**config.mk**
```make
export PLATFORM = sky130hd
export DESIGN_NAME = fifo_write_arbiter
export DESIGN_NICKNAME = d
export VERILOG_FILES = /design/src/rtl/fifo_arb_pkg.sv /design/src/rtl/rr_priority_picker.sv /design/src/rtl/fifo_write_arbiter.sv
export SDC_FILE = /design/constraint.sdc
export NUM_CORES = 1
export LEC_CHECK = 0
export ABC_AREA = 1
export CAP_MARGIN = 20
export CORE_UTILIZATION = 45
export CTS_CLUSTER_DIAMETER = 50
export DETAILED_ROUTE_END_ITERATION = 8
export GPL_ROUTABILITY_DRIVEN = 0
export GPL_TIMING_DRIVEN = 1
export HOLD_SLACK_MARGIN = 0.08
export PLACE_DENSITY = 0.78
export SLEW_MARGIN = 10
export SYNTH_ARGS = -nofsm -noshare
export SYNTH_HDL_FRONTEND = slang
export SYNTH_SLANG_ARGS = --single-unit
export TNS_END_PERCENT = 50
```
**constraint.sdc**
```tcl
create_clock -name w_clk -period 2.8 [get_ports w_clk]
set_input_delay 0.56 -clock w_clk [delete_from_list [all_inputs] [get_ports w_clk]]
set_output_delay 0.56 -clock w_clk [all_outputs]
set_load 0.005 [all_outputs]
```
**src/rtl/fifo_arb_pkg.sv**
```systemverilog
`default_nettype none
`timescale 1ns/100ps
// ============================================================================
// fifo_arb_pkg : shared types, default sizes and round-robin helper
// Revision: 1.0
// ============================================================================
package fifo_arb_pkg;

    typedef enum logic [0:0] {
        IDLE  = 1'b0,
        BURST = 1'b1
    } arb_state_e;

    localparam int c_num_req_def   = 4;
    localparam int c_burst_max_def = 4;
    localparam int c_id_width      = $clog2(c_num_req_def);
    localparam int c_bcnt_width    = $clog2(c_burst_max_def + 1);

    // Reference form of the owner search: first set bit after last_id, wrapping.
    function automatic logic [c_id_width-1:0] rr_pick(
        input logic [c_num_req_def-1:0] req,
        input logic [c_id_width-1:0]    last_id
    );
        int   idx;
        logic found;
        rr_pick = last_id;
        found   = 1'b0;
        for (int k = 1; k <= c_num_req_def; k++) begin
            idx = (int'(last_id) + k) % c_num_req_def;
            if (!found && (((req >> idx) & c_num_req_def'(1)) != '0)) begin
                rr_pick = c_id_width'(idx);
                found   = 1'b1;
            end
        end
    endfunction

endpackage : fifo_arb_pkg
`default_nettype wire

```
**src/rtl/rr_priority_picker.sv**
```systemverilog
`default_nettype none
`timescale 1ns/100ps
// ============================================================================
// rr_priority_picker : rotate, find-first-set, rotate back (combinational)
// Revision: 1.0
// ============================================================================
module rr_priority_picker #(
    parameter int NUM_REQ  = 4,
    parameter int ID_WIDTH = $clog2(NUM_REQ)
) (
    input  logic [NUM_REQ-1:0]  req,
    input  logic [ID_WIDTH-1:0] last_id,
    output logic                any,
    output logic [ID_WIDTH-1:0] pick
);

    logic [ID_WIDTH:0]   w_start;
    logic [NUM_REQ-1:0]  w_rot;
    logic [ID_WIDTH-1:0] w_ffs;
    logic [ID_WIDTH:0]   w_sum;

    always_comb begin
        w_start = (last_id == ID_WIDTH'(NUM_REQ - 1)) ? '0
                : ({1'b0, last_id} + (ID_WIDTH + 1)'(1));
        // Doubling the vector makes the right shift behave as a rotate.
        w_rot   = NUM_REQ'({req, req} >> w_start);
        w_ffs   = '0;
        for (int j = NUM_REQ - 1; j >= 0; j--) begin
            if (w_rot[j]) begin
                w_ffs = ID_WIDTH'(j);
            end
        end
        w_sum = w_start + {1'b0, w_ffs};
        if (w_sum >= (ID_WIDTH + 1)'(NUM_REQ)) begin
            w_sum = w_sum - (ID_WIDTH + 1)'(NUM_REQ);
        end
        pick = w_sum[ID_WIDTH-1:0];
        any  = |req;
    end

endmodule : rr_priority_picker
`default_nettype wire

```
**src/rtl/fifo_write_arbiter.sv**
```systemverilog
`default_nettype none
`timescale 1ns/100ps
// ============================================================================
// fifo_write_arbiter : round-robin, burst-bounded sharing of one FIFO write port
// Revision: 1.0
// ============================================================================
module fifo_write_arbiter
    import fifo_arb_pkg::*;
#(
    parameter int NUM_REQ    = c_num_req_def,
    parameter int DATA_WIDTH = 4,
    parameter int BURST_MAX  = c_burst_max_def,
    parameter int ID_WIDTH   = $clog2(NUM_REQ),
    parameter int BCNT_WIDTH = $clog2(BURST_MAX + 1)
) (
    input  logic                          w_clk,
    input  logic                          w_rst,
    input  logic [NUM_REQ-1:0]            req,
    input  logic [NUM_REQ*DATA_WIDTH-1:0] req_data,
    input  logic [NUM_REQ-1:0]            req_last,
    output logic [NUM_REQ-1:0]            ack,
    input  logic                          fifo_full,
    output logic                          fifo_w_en,
    output logic [DATA_WIDTH-1:0]         fifo_w_data,
    output logic                          busy,
    output logic [ID_WIDTH-1:0]           grant_id,
    output logic [BCNT_WIDTH-1:0]         beat_cnt,
    output logic [15:0]                   total_writes
);

    arb_state_e            state_q, state_d;
    logic [ID_WIDTH-1:0]   grant_id_q, grant_id_d;
    logic [BCNT_WIDTH-1:0] beat_cnt_q, beat_cnt_d;
    logic [15:0]           total_writes_q, total_writes_d;

    logic                  w_any;
    logic [ID_WIDTH-1:0]   w_pick;
    logic                  w_xfer;
    logic                  w_last_beat;
    logic [DATA_WIDTH-1:0] w_slice [NUM_REQ];

    for (genvar gi = 0; gi < NUM_REQ; gi++) begin : g_slice
        assign w_slice[gi] = req_data[gi*DATA_WIDTH +: DATA_WIDTH];
    end

    rr_priority_picker #(
        .NUM_REQ  (NUM_REQ),
        .ID_WIDTH (ID_WIDTH)
    ) u_picker (
        .req     (req),
        .last_id (grant_id_q),
        .any     (w_any),
        .pick    (w_pick)
    );

    always_comb begin
        state_d        = state_q;
        grant_id_d     = grant_id_q;
        beat_cnt_d     = beat_cnt_q;
        total_writes_d = total_writes_q;
        ack            = '0;

        w_xfer      = (state_q == BURST) & req[grant_id_q] & ~fifo_full;
        w_last_beat = w_xfer & (req_last[grant_id_q] |
                                (beat_cnt_q == BCNT_WIDTH'(BURST_MAX - 1)));
        fifo_w_en   = w_xfer;
        fifo_w_data = w_xfer ? w_slice[grant_id_q] : '0;
        if (w_xfer) begin
            ack[grant_id_q] = 1'b1;
        end

        case (state_q)
            IDLE: begin
                // Arbitration ignores fifo_full; a full FIFO only stalls the burst.
                if (w_any) begin
                    grant_id_d = w_pick;
                    beat_cnt_d = '0;
                    state_d    = BURST;
                end
            end
            BURST: begin
                if (w_xfer) begin
                    beat_cnt_d     = beat_cnt_q + 1'b1;
                    total_writes_d = total_writes_q + 16'd1;
                    if (w_last_beat) begin
                        state_d = IDLE;
                    end
                end else if (!req[grant_id_q]) begin
                    state_d = IDLE;
                end
            end
            default: state_d = IDLE;
        endcase
    end

    always_ff @(posedge w_clk or negedge w_rst) begin
        if (!w_rst) begin
            state_q        <= IDLE;
            grant_id_q     <= ID_WIDTH'(NUM_REQ - 1);
            beat_cnt_q     <= '0;
            total_writes_q <= '0;
        end else begin
            state_q        <= state_d;
            grant_id_q     <= grant_id_d;
            beat_cnt_q     <= beat_cnt_d;
            total_writes_q <= total_writes_d;
        end
    end

    assign busy         = (state_q == BURST);
    assign grant_id     = grant_id_q;
    assign beat_cnt     = beat_cnt_q;
    assign total_writes = total_writes_q;

endmodule : fifo_write_arbiter
`default_nettype wire

```
==> flow_summary.toml, run 1 <==
[setup_path]
cp_top_family = "buffers and inverters"
cp-end-kind = "primary output"
crit_buf_inv = 3
worstReg2RegEnd = "grant_id[1]"
slowest_stage = "clkdlybuf4s50_1"
r2r_slack_ns = 0.55
cpMostUsedCell = "clkdlybuf4s50_1"
critPathArrivalTime_ns = 2.17
worstReg2RegStart = "grant_id[0]"
path_cells = "clkdlybuf4s50_1 -> inv_1 -> nand2_1 -> o211ai_1 -> nand2_2 -> nand3_4 -> nor2_1 -> clkdlybuf4s50_1"
critPathRequiredTime_ns = 2.24
critPathMaxFanout = 5
worstSetupPathType = "in -> out"
worst_setup_path_start_kind = "input pin"
slowest_delay_ns = 0.50
reg2regPathDepth = 12

[logic_synthesis]
avgSynthCellArea_um2 = 7.312
synth.distinct_cells = 31
synth_nets = 252
syn-instance-count = 218
synth.ff_latch_count = 22
ys_warn_count = 0
syn_area_mm2 = 0.001594
ys_seq_area_share_pct = 34.69

[detailed_routing]
routed_wl_mm = 3.868
firstDrtPassIters = 4
drtAntennaViolNets = 0
post-route-drc-count = 0
routed_via_density = 4.901
wl_met2_mm = 1.642
avgRoutedWirePerCell_um = 11.94
m1WireLength_mm = 1.730
wl_met3_um = 443
routed.top_layer = "met4"
num_vias = 1588
first_iter_violations = 97

[job]
maxCapViolations = 0

[min_path]
min_path_type = "reg -> reg"
min_from = "total_writes[4]"
holdPathStages = 1
min_to = "total_writes[4]"

[timing]
fin_skew_ns = 0.01110
setup_viol = 0
setup_ws_ns = 0.07425
fmax_ghz = 0.3669
rsz0062_at_grt = "yes"
timing.final.crit_share_pct = 97.35
final_max_slew_viol_count = 0
max_slew_margin_pct = 73.93
tightest_slew_ns = 0.3860
hold_viol_final = 0
fin_setup_tns_ns = 0
period_minus_slack_ns = 2.726

[clock_tree]
clock_sinks = 22
cts_buffers = 3
cts-root-buf = "clkbuf_4"
cts_htree_levels = 1
cts.clk_slew.worst_paths_ns = 0.13
cts_hold_buffers = 0
clk_latency_ns = 0.31
cts_tree = "built"
cts_max_path_buffers = 2

[power_and_ir_drop]
cellPowerDensity_mw_per_mm2 = 802.8
ir_drop_v = 0.0005707
p_leak_uw = 0.001121
total_power_uw = 1832

[placed_design]
place_hpwl_mm = 2.840
placed_cell_area_mm2 = 0.002195
pre_cts_ws_ns = 0.03809
io_buffers = 57

[global_route]
grt_pass1_wl_mm = 5.927
grt_pass1_vias = 1387
antenna_found_initial = 0
overflow = 0
grt_usage_pct = 20.85
grt_max_degree = 23

[floorplanning]
num_rows = 21
io-pin-count = 58
die_width_um = 61.52
die_area_mm2 = 0.003784
start_util_pct = 47.40
core-area_mm2 = 0.003363
dieHeight_um = 61.52

[layout]
final_cell_mix = "nand2_1, clkdlybuf4s50_1, nor2_1"
fin_nets = 313
fin_area_mm2 = 0.002282
area_growth_pct = 43.17
antennaDiodeCount = 0
final_common_cell = "nand2_1"
drive_gt1_share_pct = 9.712

[outcome]
status = "completed"
## sequential cells by signal, summed over array words and instances, names as in the netlist
name and count:
busy 1, total_writes 16, grant_id 2, beat_cnt 3
## repair_timing
| action | in CTS | in global routing |
|---|---|---|
| endpoints found under the hold margin | 0 | 0 |
| buffers inserted | 0 | 1 |
| setup endpoints to repair | 0 | 9 |
| gates resized for setup | 0 | 10 |
## per-layer routing
metal	GRT usage (%)	up-vias
li1	-	818
met1	26.81	701
met2	33.95	65
met3	4.412	4
met4	8.889	0
met5	0	-
## cell type report
class                           count  area (µm²)
Fill cell                         286        1081
Timing Repair Buffer               61       613.1
Sequential cell                    22       556.8
Inverter                           25       98.84
Clock buffer                        4       36.28
Tap cell                           46       57.56
Multi-Input combinational cell    166       919.6
## stage by stage
step,util (%),hold slack [ns],std cells
floorplan,-,0.2644,218
global placement,65.25,0.4981,318
detailed placement,65.25,0.4866,318
CTS,66.33,0.5128,322
global route,67.86,0.5227,324
finish,67.86,0.5056,324
## worst reg2reg max path, cell delays in order, from the launching register on
cell and delay, ns:
dfstp_4 0.75, inv_2 0.15, ha_1 0.42, inv_1 0.19, nand3_1 0.10, nand2_1 0.10, nand2_1 0.06, nand2_1 0.07
nand3_1 0.12, inv_1 0.08, nand2_1 0.05, nand3_1 0.06, nand2_1 0.06
## cells in the mapped netlist (all sizes together)
cell type,count,share of area [%]
xor2,7,3.8
a21oi,5,1.6
nand4,3,1.2
o22ai,3,1.2
nor2,32,8.6
dfstp,2,3.3
buf,5,2.9
nand2,61,15
xnor2,7,3.8
inv,24,5.7
o211ai,2,0.94
a41oi,1,0.55
ha,7,5.5
a22o,1,0.55
nor4,1,0.78
clkinv,1,0.55
o21ai,14,4.4
clkbuf,1,0.24
dfrtp,20,31
nand3,17,6.4
nor3,4,1.9
## report_power, final
group	internal [µW]	switching, µW	leakage [µW]
Combinational	501	618	0.000819
Clock	79.4	95.6	0.0000210
Sequential	403	135	0.000281
Total	983	849	0.00112
## worst max path at each step
stage / startpoint / end / slack [ns] / cells after the start
6_report: req[1] / ack[1] / 0.07 / 8
5_1_grt: req[1] / ack[1] / -0.05 / 8
4_1_cts: req[1] / fifo_w_data[1] / 0.03 / 8
3_5_place_dp: req[1] / fifo_w_data[1] / 0.04 / 8
3_3_place_gp: req[1] / fifo_w_data[0] / 0.08 / 8
2_1_floorplan: grant_id[0] / grant_id[1] / 0.73 / 14
## kinds of logic after synthesis
kind of cell | synth area share [%]
DFF | 34.69
AOI/OAI and AO/OA | 9.183
and+or+nand+nor | 33.59
adders and majority gates | 5.494
buffers and inverters | 9.340
xor gates and xnor gates | 7.692
(Power assumes the default switching activity.)
==> inputs of run 2 (changes only) <==
TNS_END_PERCENT = default   (was 50)
==> run 2 against run 1 <==
Sequential power about the same. Combinational power about the same. Sequential share of layout area decreased by 0.26 points. Power increased by 0.81%. Die area unchanged. Largest cell class unchanged.
==> flow_summary.toml, run 2 (same netlist as run 1, synthesis figures left out) <==
[outcome]
status = "completed"

[clock_tree]
cts_htree_levels = 1
cts_tree = "built"
cts_buffers = 3
cts_hold_buffers = 0
cts_max_path_buffers = 2
clk_latency_ns = 0.31
cts.clk_slew.worst_paths_ns = 0.13
cts-root-buf = "clkbuf_4"
clock_sinks = 22

[layout]
final-seq-area_um2 = 556.8
fill_cells = 282
final_common_cell = "nand2_1"
final_cell_mix = "nand2_1, clkdlybuf4s50_1, nor2_1"
fin_area_mm2 = 0.002307
drive_gt1_share_pct = 10.71
antennaDiodeCount = 0
fin_nets = 315
area_growth_pct = 44.74
largest_register_ffs = 16
multiInputGateArea_um2 = 922.1

[placed_design]
place_hpwl_mm = 2.840
placed_cell_area_mm2 = 0.002195
io_buffers = 57
pre_cts_ws_ns = 0.03809

[global_route]
grt_usage_pct = 20.85
antenna_found_initial = 0
overflow = 0
grt_pass1_vias = 1387
grt_pass1_wl_mm = 5.927
grt_max_degree = 23

[floorplanning]
core-area_mm2 = 0.003363
die_width_um = 61.52
io-pin-count = 58
num_rows = 21
die_area_mm2 = 0.003784
start_util_pct = 47.40
dieHeight_um = 61.52

[detailed_routing]
drtAntennaViolNets = 0
first_iter_violations = 88
num_vias = 1611
post-route-drc-count = 0
avgRoutedWirePerCell_um = 12.01
routed_wl_mm = 3.914
firstDrtPassIters = 4
routed_via_density = 4.942

[timing]
setup_ws_ns = 0.09652
fmax_ghz = 0.3699
rsz0062_at_grt = "no"
fin_setup_tns_ns = 0
hold_viol_final = 0
fin_skew_ns = 0.01083
whs_ns = 0.5056
timing.final.crit_share_pct = 96.55
period_minus_slack_ns = 2.703
tightest_slew_ns = 0.3861
setup_viol = 0
final_max_slew_viol_count = 0
max_slew_margin_pct = 73.92

[setup_path]
worstReg2RegEnd = "grant_id[1]"
critPathMaxFanout = 5
path_cells = "clkdlybuf4s50_1 -> inv_1 -> nand2_1 -> o211ai_1 -> nand2_2 -> nand3_4 -> inv_2 -> clkdlybuf4s50_1"
reg2regPathDepth = 12
slowest_delay_ns = 0.50
cp-end-kind = "primary output"
critPathRequiredTime_ns = 2.24
worst_setup_path_start_kind = "input pin"
cpMostUsedCell = "clkdlybuf4s50_1"
cp-startpoint = "req[3]"
worstSetupPathType = "in -> out"
critPathCapture = "fifo_w_en"
worstReg2RegStart = "grant_id[0]"
r2r_slack_ns = 0.54
slowest_stage = "clkdlybuf4s50_1"
critPathArrivalTime_ns = 2.14

[power_and_ir_drop]
ir_drop_v = 0.0005760
p_leak_uw = 0.001183
cellPowerDensity_mw_per_mm2 = 800.6

[min_path]
min_path_type = "reg -> reg"

[job]
maxCapViolations = 0
[run 2: repair_timing]
item                                    CTS  global route
gates resized for setup                   0            14
setup buffers                             0             3
endpoints found under the setup margin    0             9
[run 2: area by class of cell]
class	instances	area share (%)
multi-input combinational	166	39.97
clock buffer	4	1.573
inverter	25	4.284
timing repair buffer	63	27.55
sequential	22	24.13
tap	46	2.495
[run 2: how the worst min path moves through the flow]
stage | from | endpoint | slack [ns] | cells after the start
6_report | total_writes[4] | total_writes[4] | 0.51 | 1
5_1_grt | total_writes[4] | total_writes[4] | 0.52 | 1
4_1_cts | total_writes[4] | total_writes[4] | 0.51 | 1
3_5_place_dp | total_writes[4] | total_writes[4] | 0.49 | 1
3_3_place_gp | total_writes[4] | total_writes[4] | 0.50 | 1
2_1_floorplan | w_rst | beat_cnt[0] | 0.26 | 0
[run 2: power breakdown]
group / total, µW / switching, µW / internal (µW)
Clock: 175 / 95.4 / 79.4
Combinational: 1130 / 623 / 510
Sequential: 540 / 137 / 403
[run 2: routing by layer]
layer  global-route usage (%)  up-vias  share of wire (%)
met5                        0        -                  0
met4                    8.889        0                1.3
met3                    4.412        4                 11
met2                    33.95       65                 42
met1                    26.81      718                 46
li1                         -      824                  -
[run 2: critical path, delay by kind of cell]
family | cells | cell delay [ns]
buf+inv | 4 | 1.15
simple gates | 3 | 0.34
compound gates | 1 | 0.10
[run 2: stage by stage]
| stage | total power [µW] | instances | util (%) |
|---|---|---|---|
| floorplan | 1271 | 218 | - |
| global placement | 1604 | 318 | 65.25 |
| detailed placement | 1609 | 318 | 65.25 |
| CTS | 1792 | 322 | 66.33 |
| global route | 2040 | 326 | 68.60 |
| finish | 1847 | 326 | 68.60 |
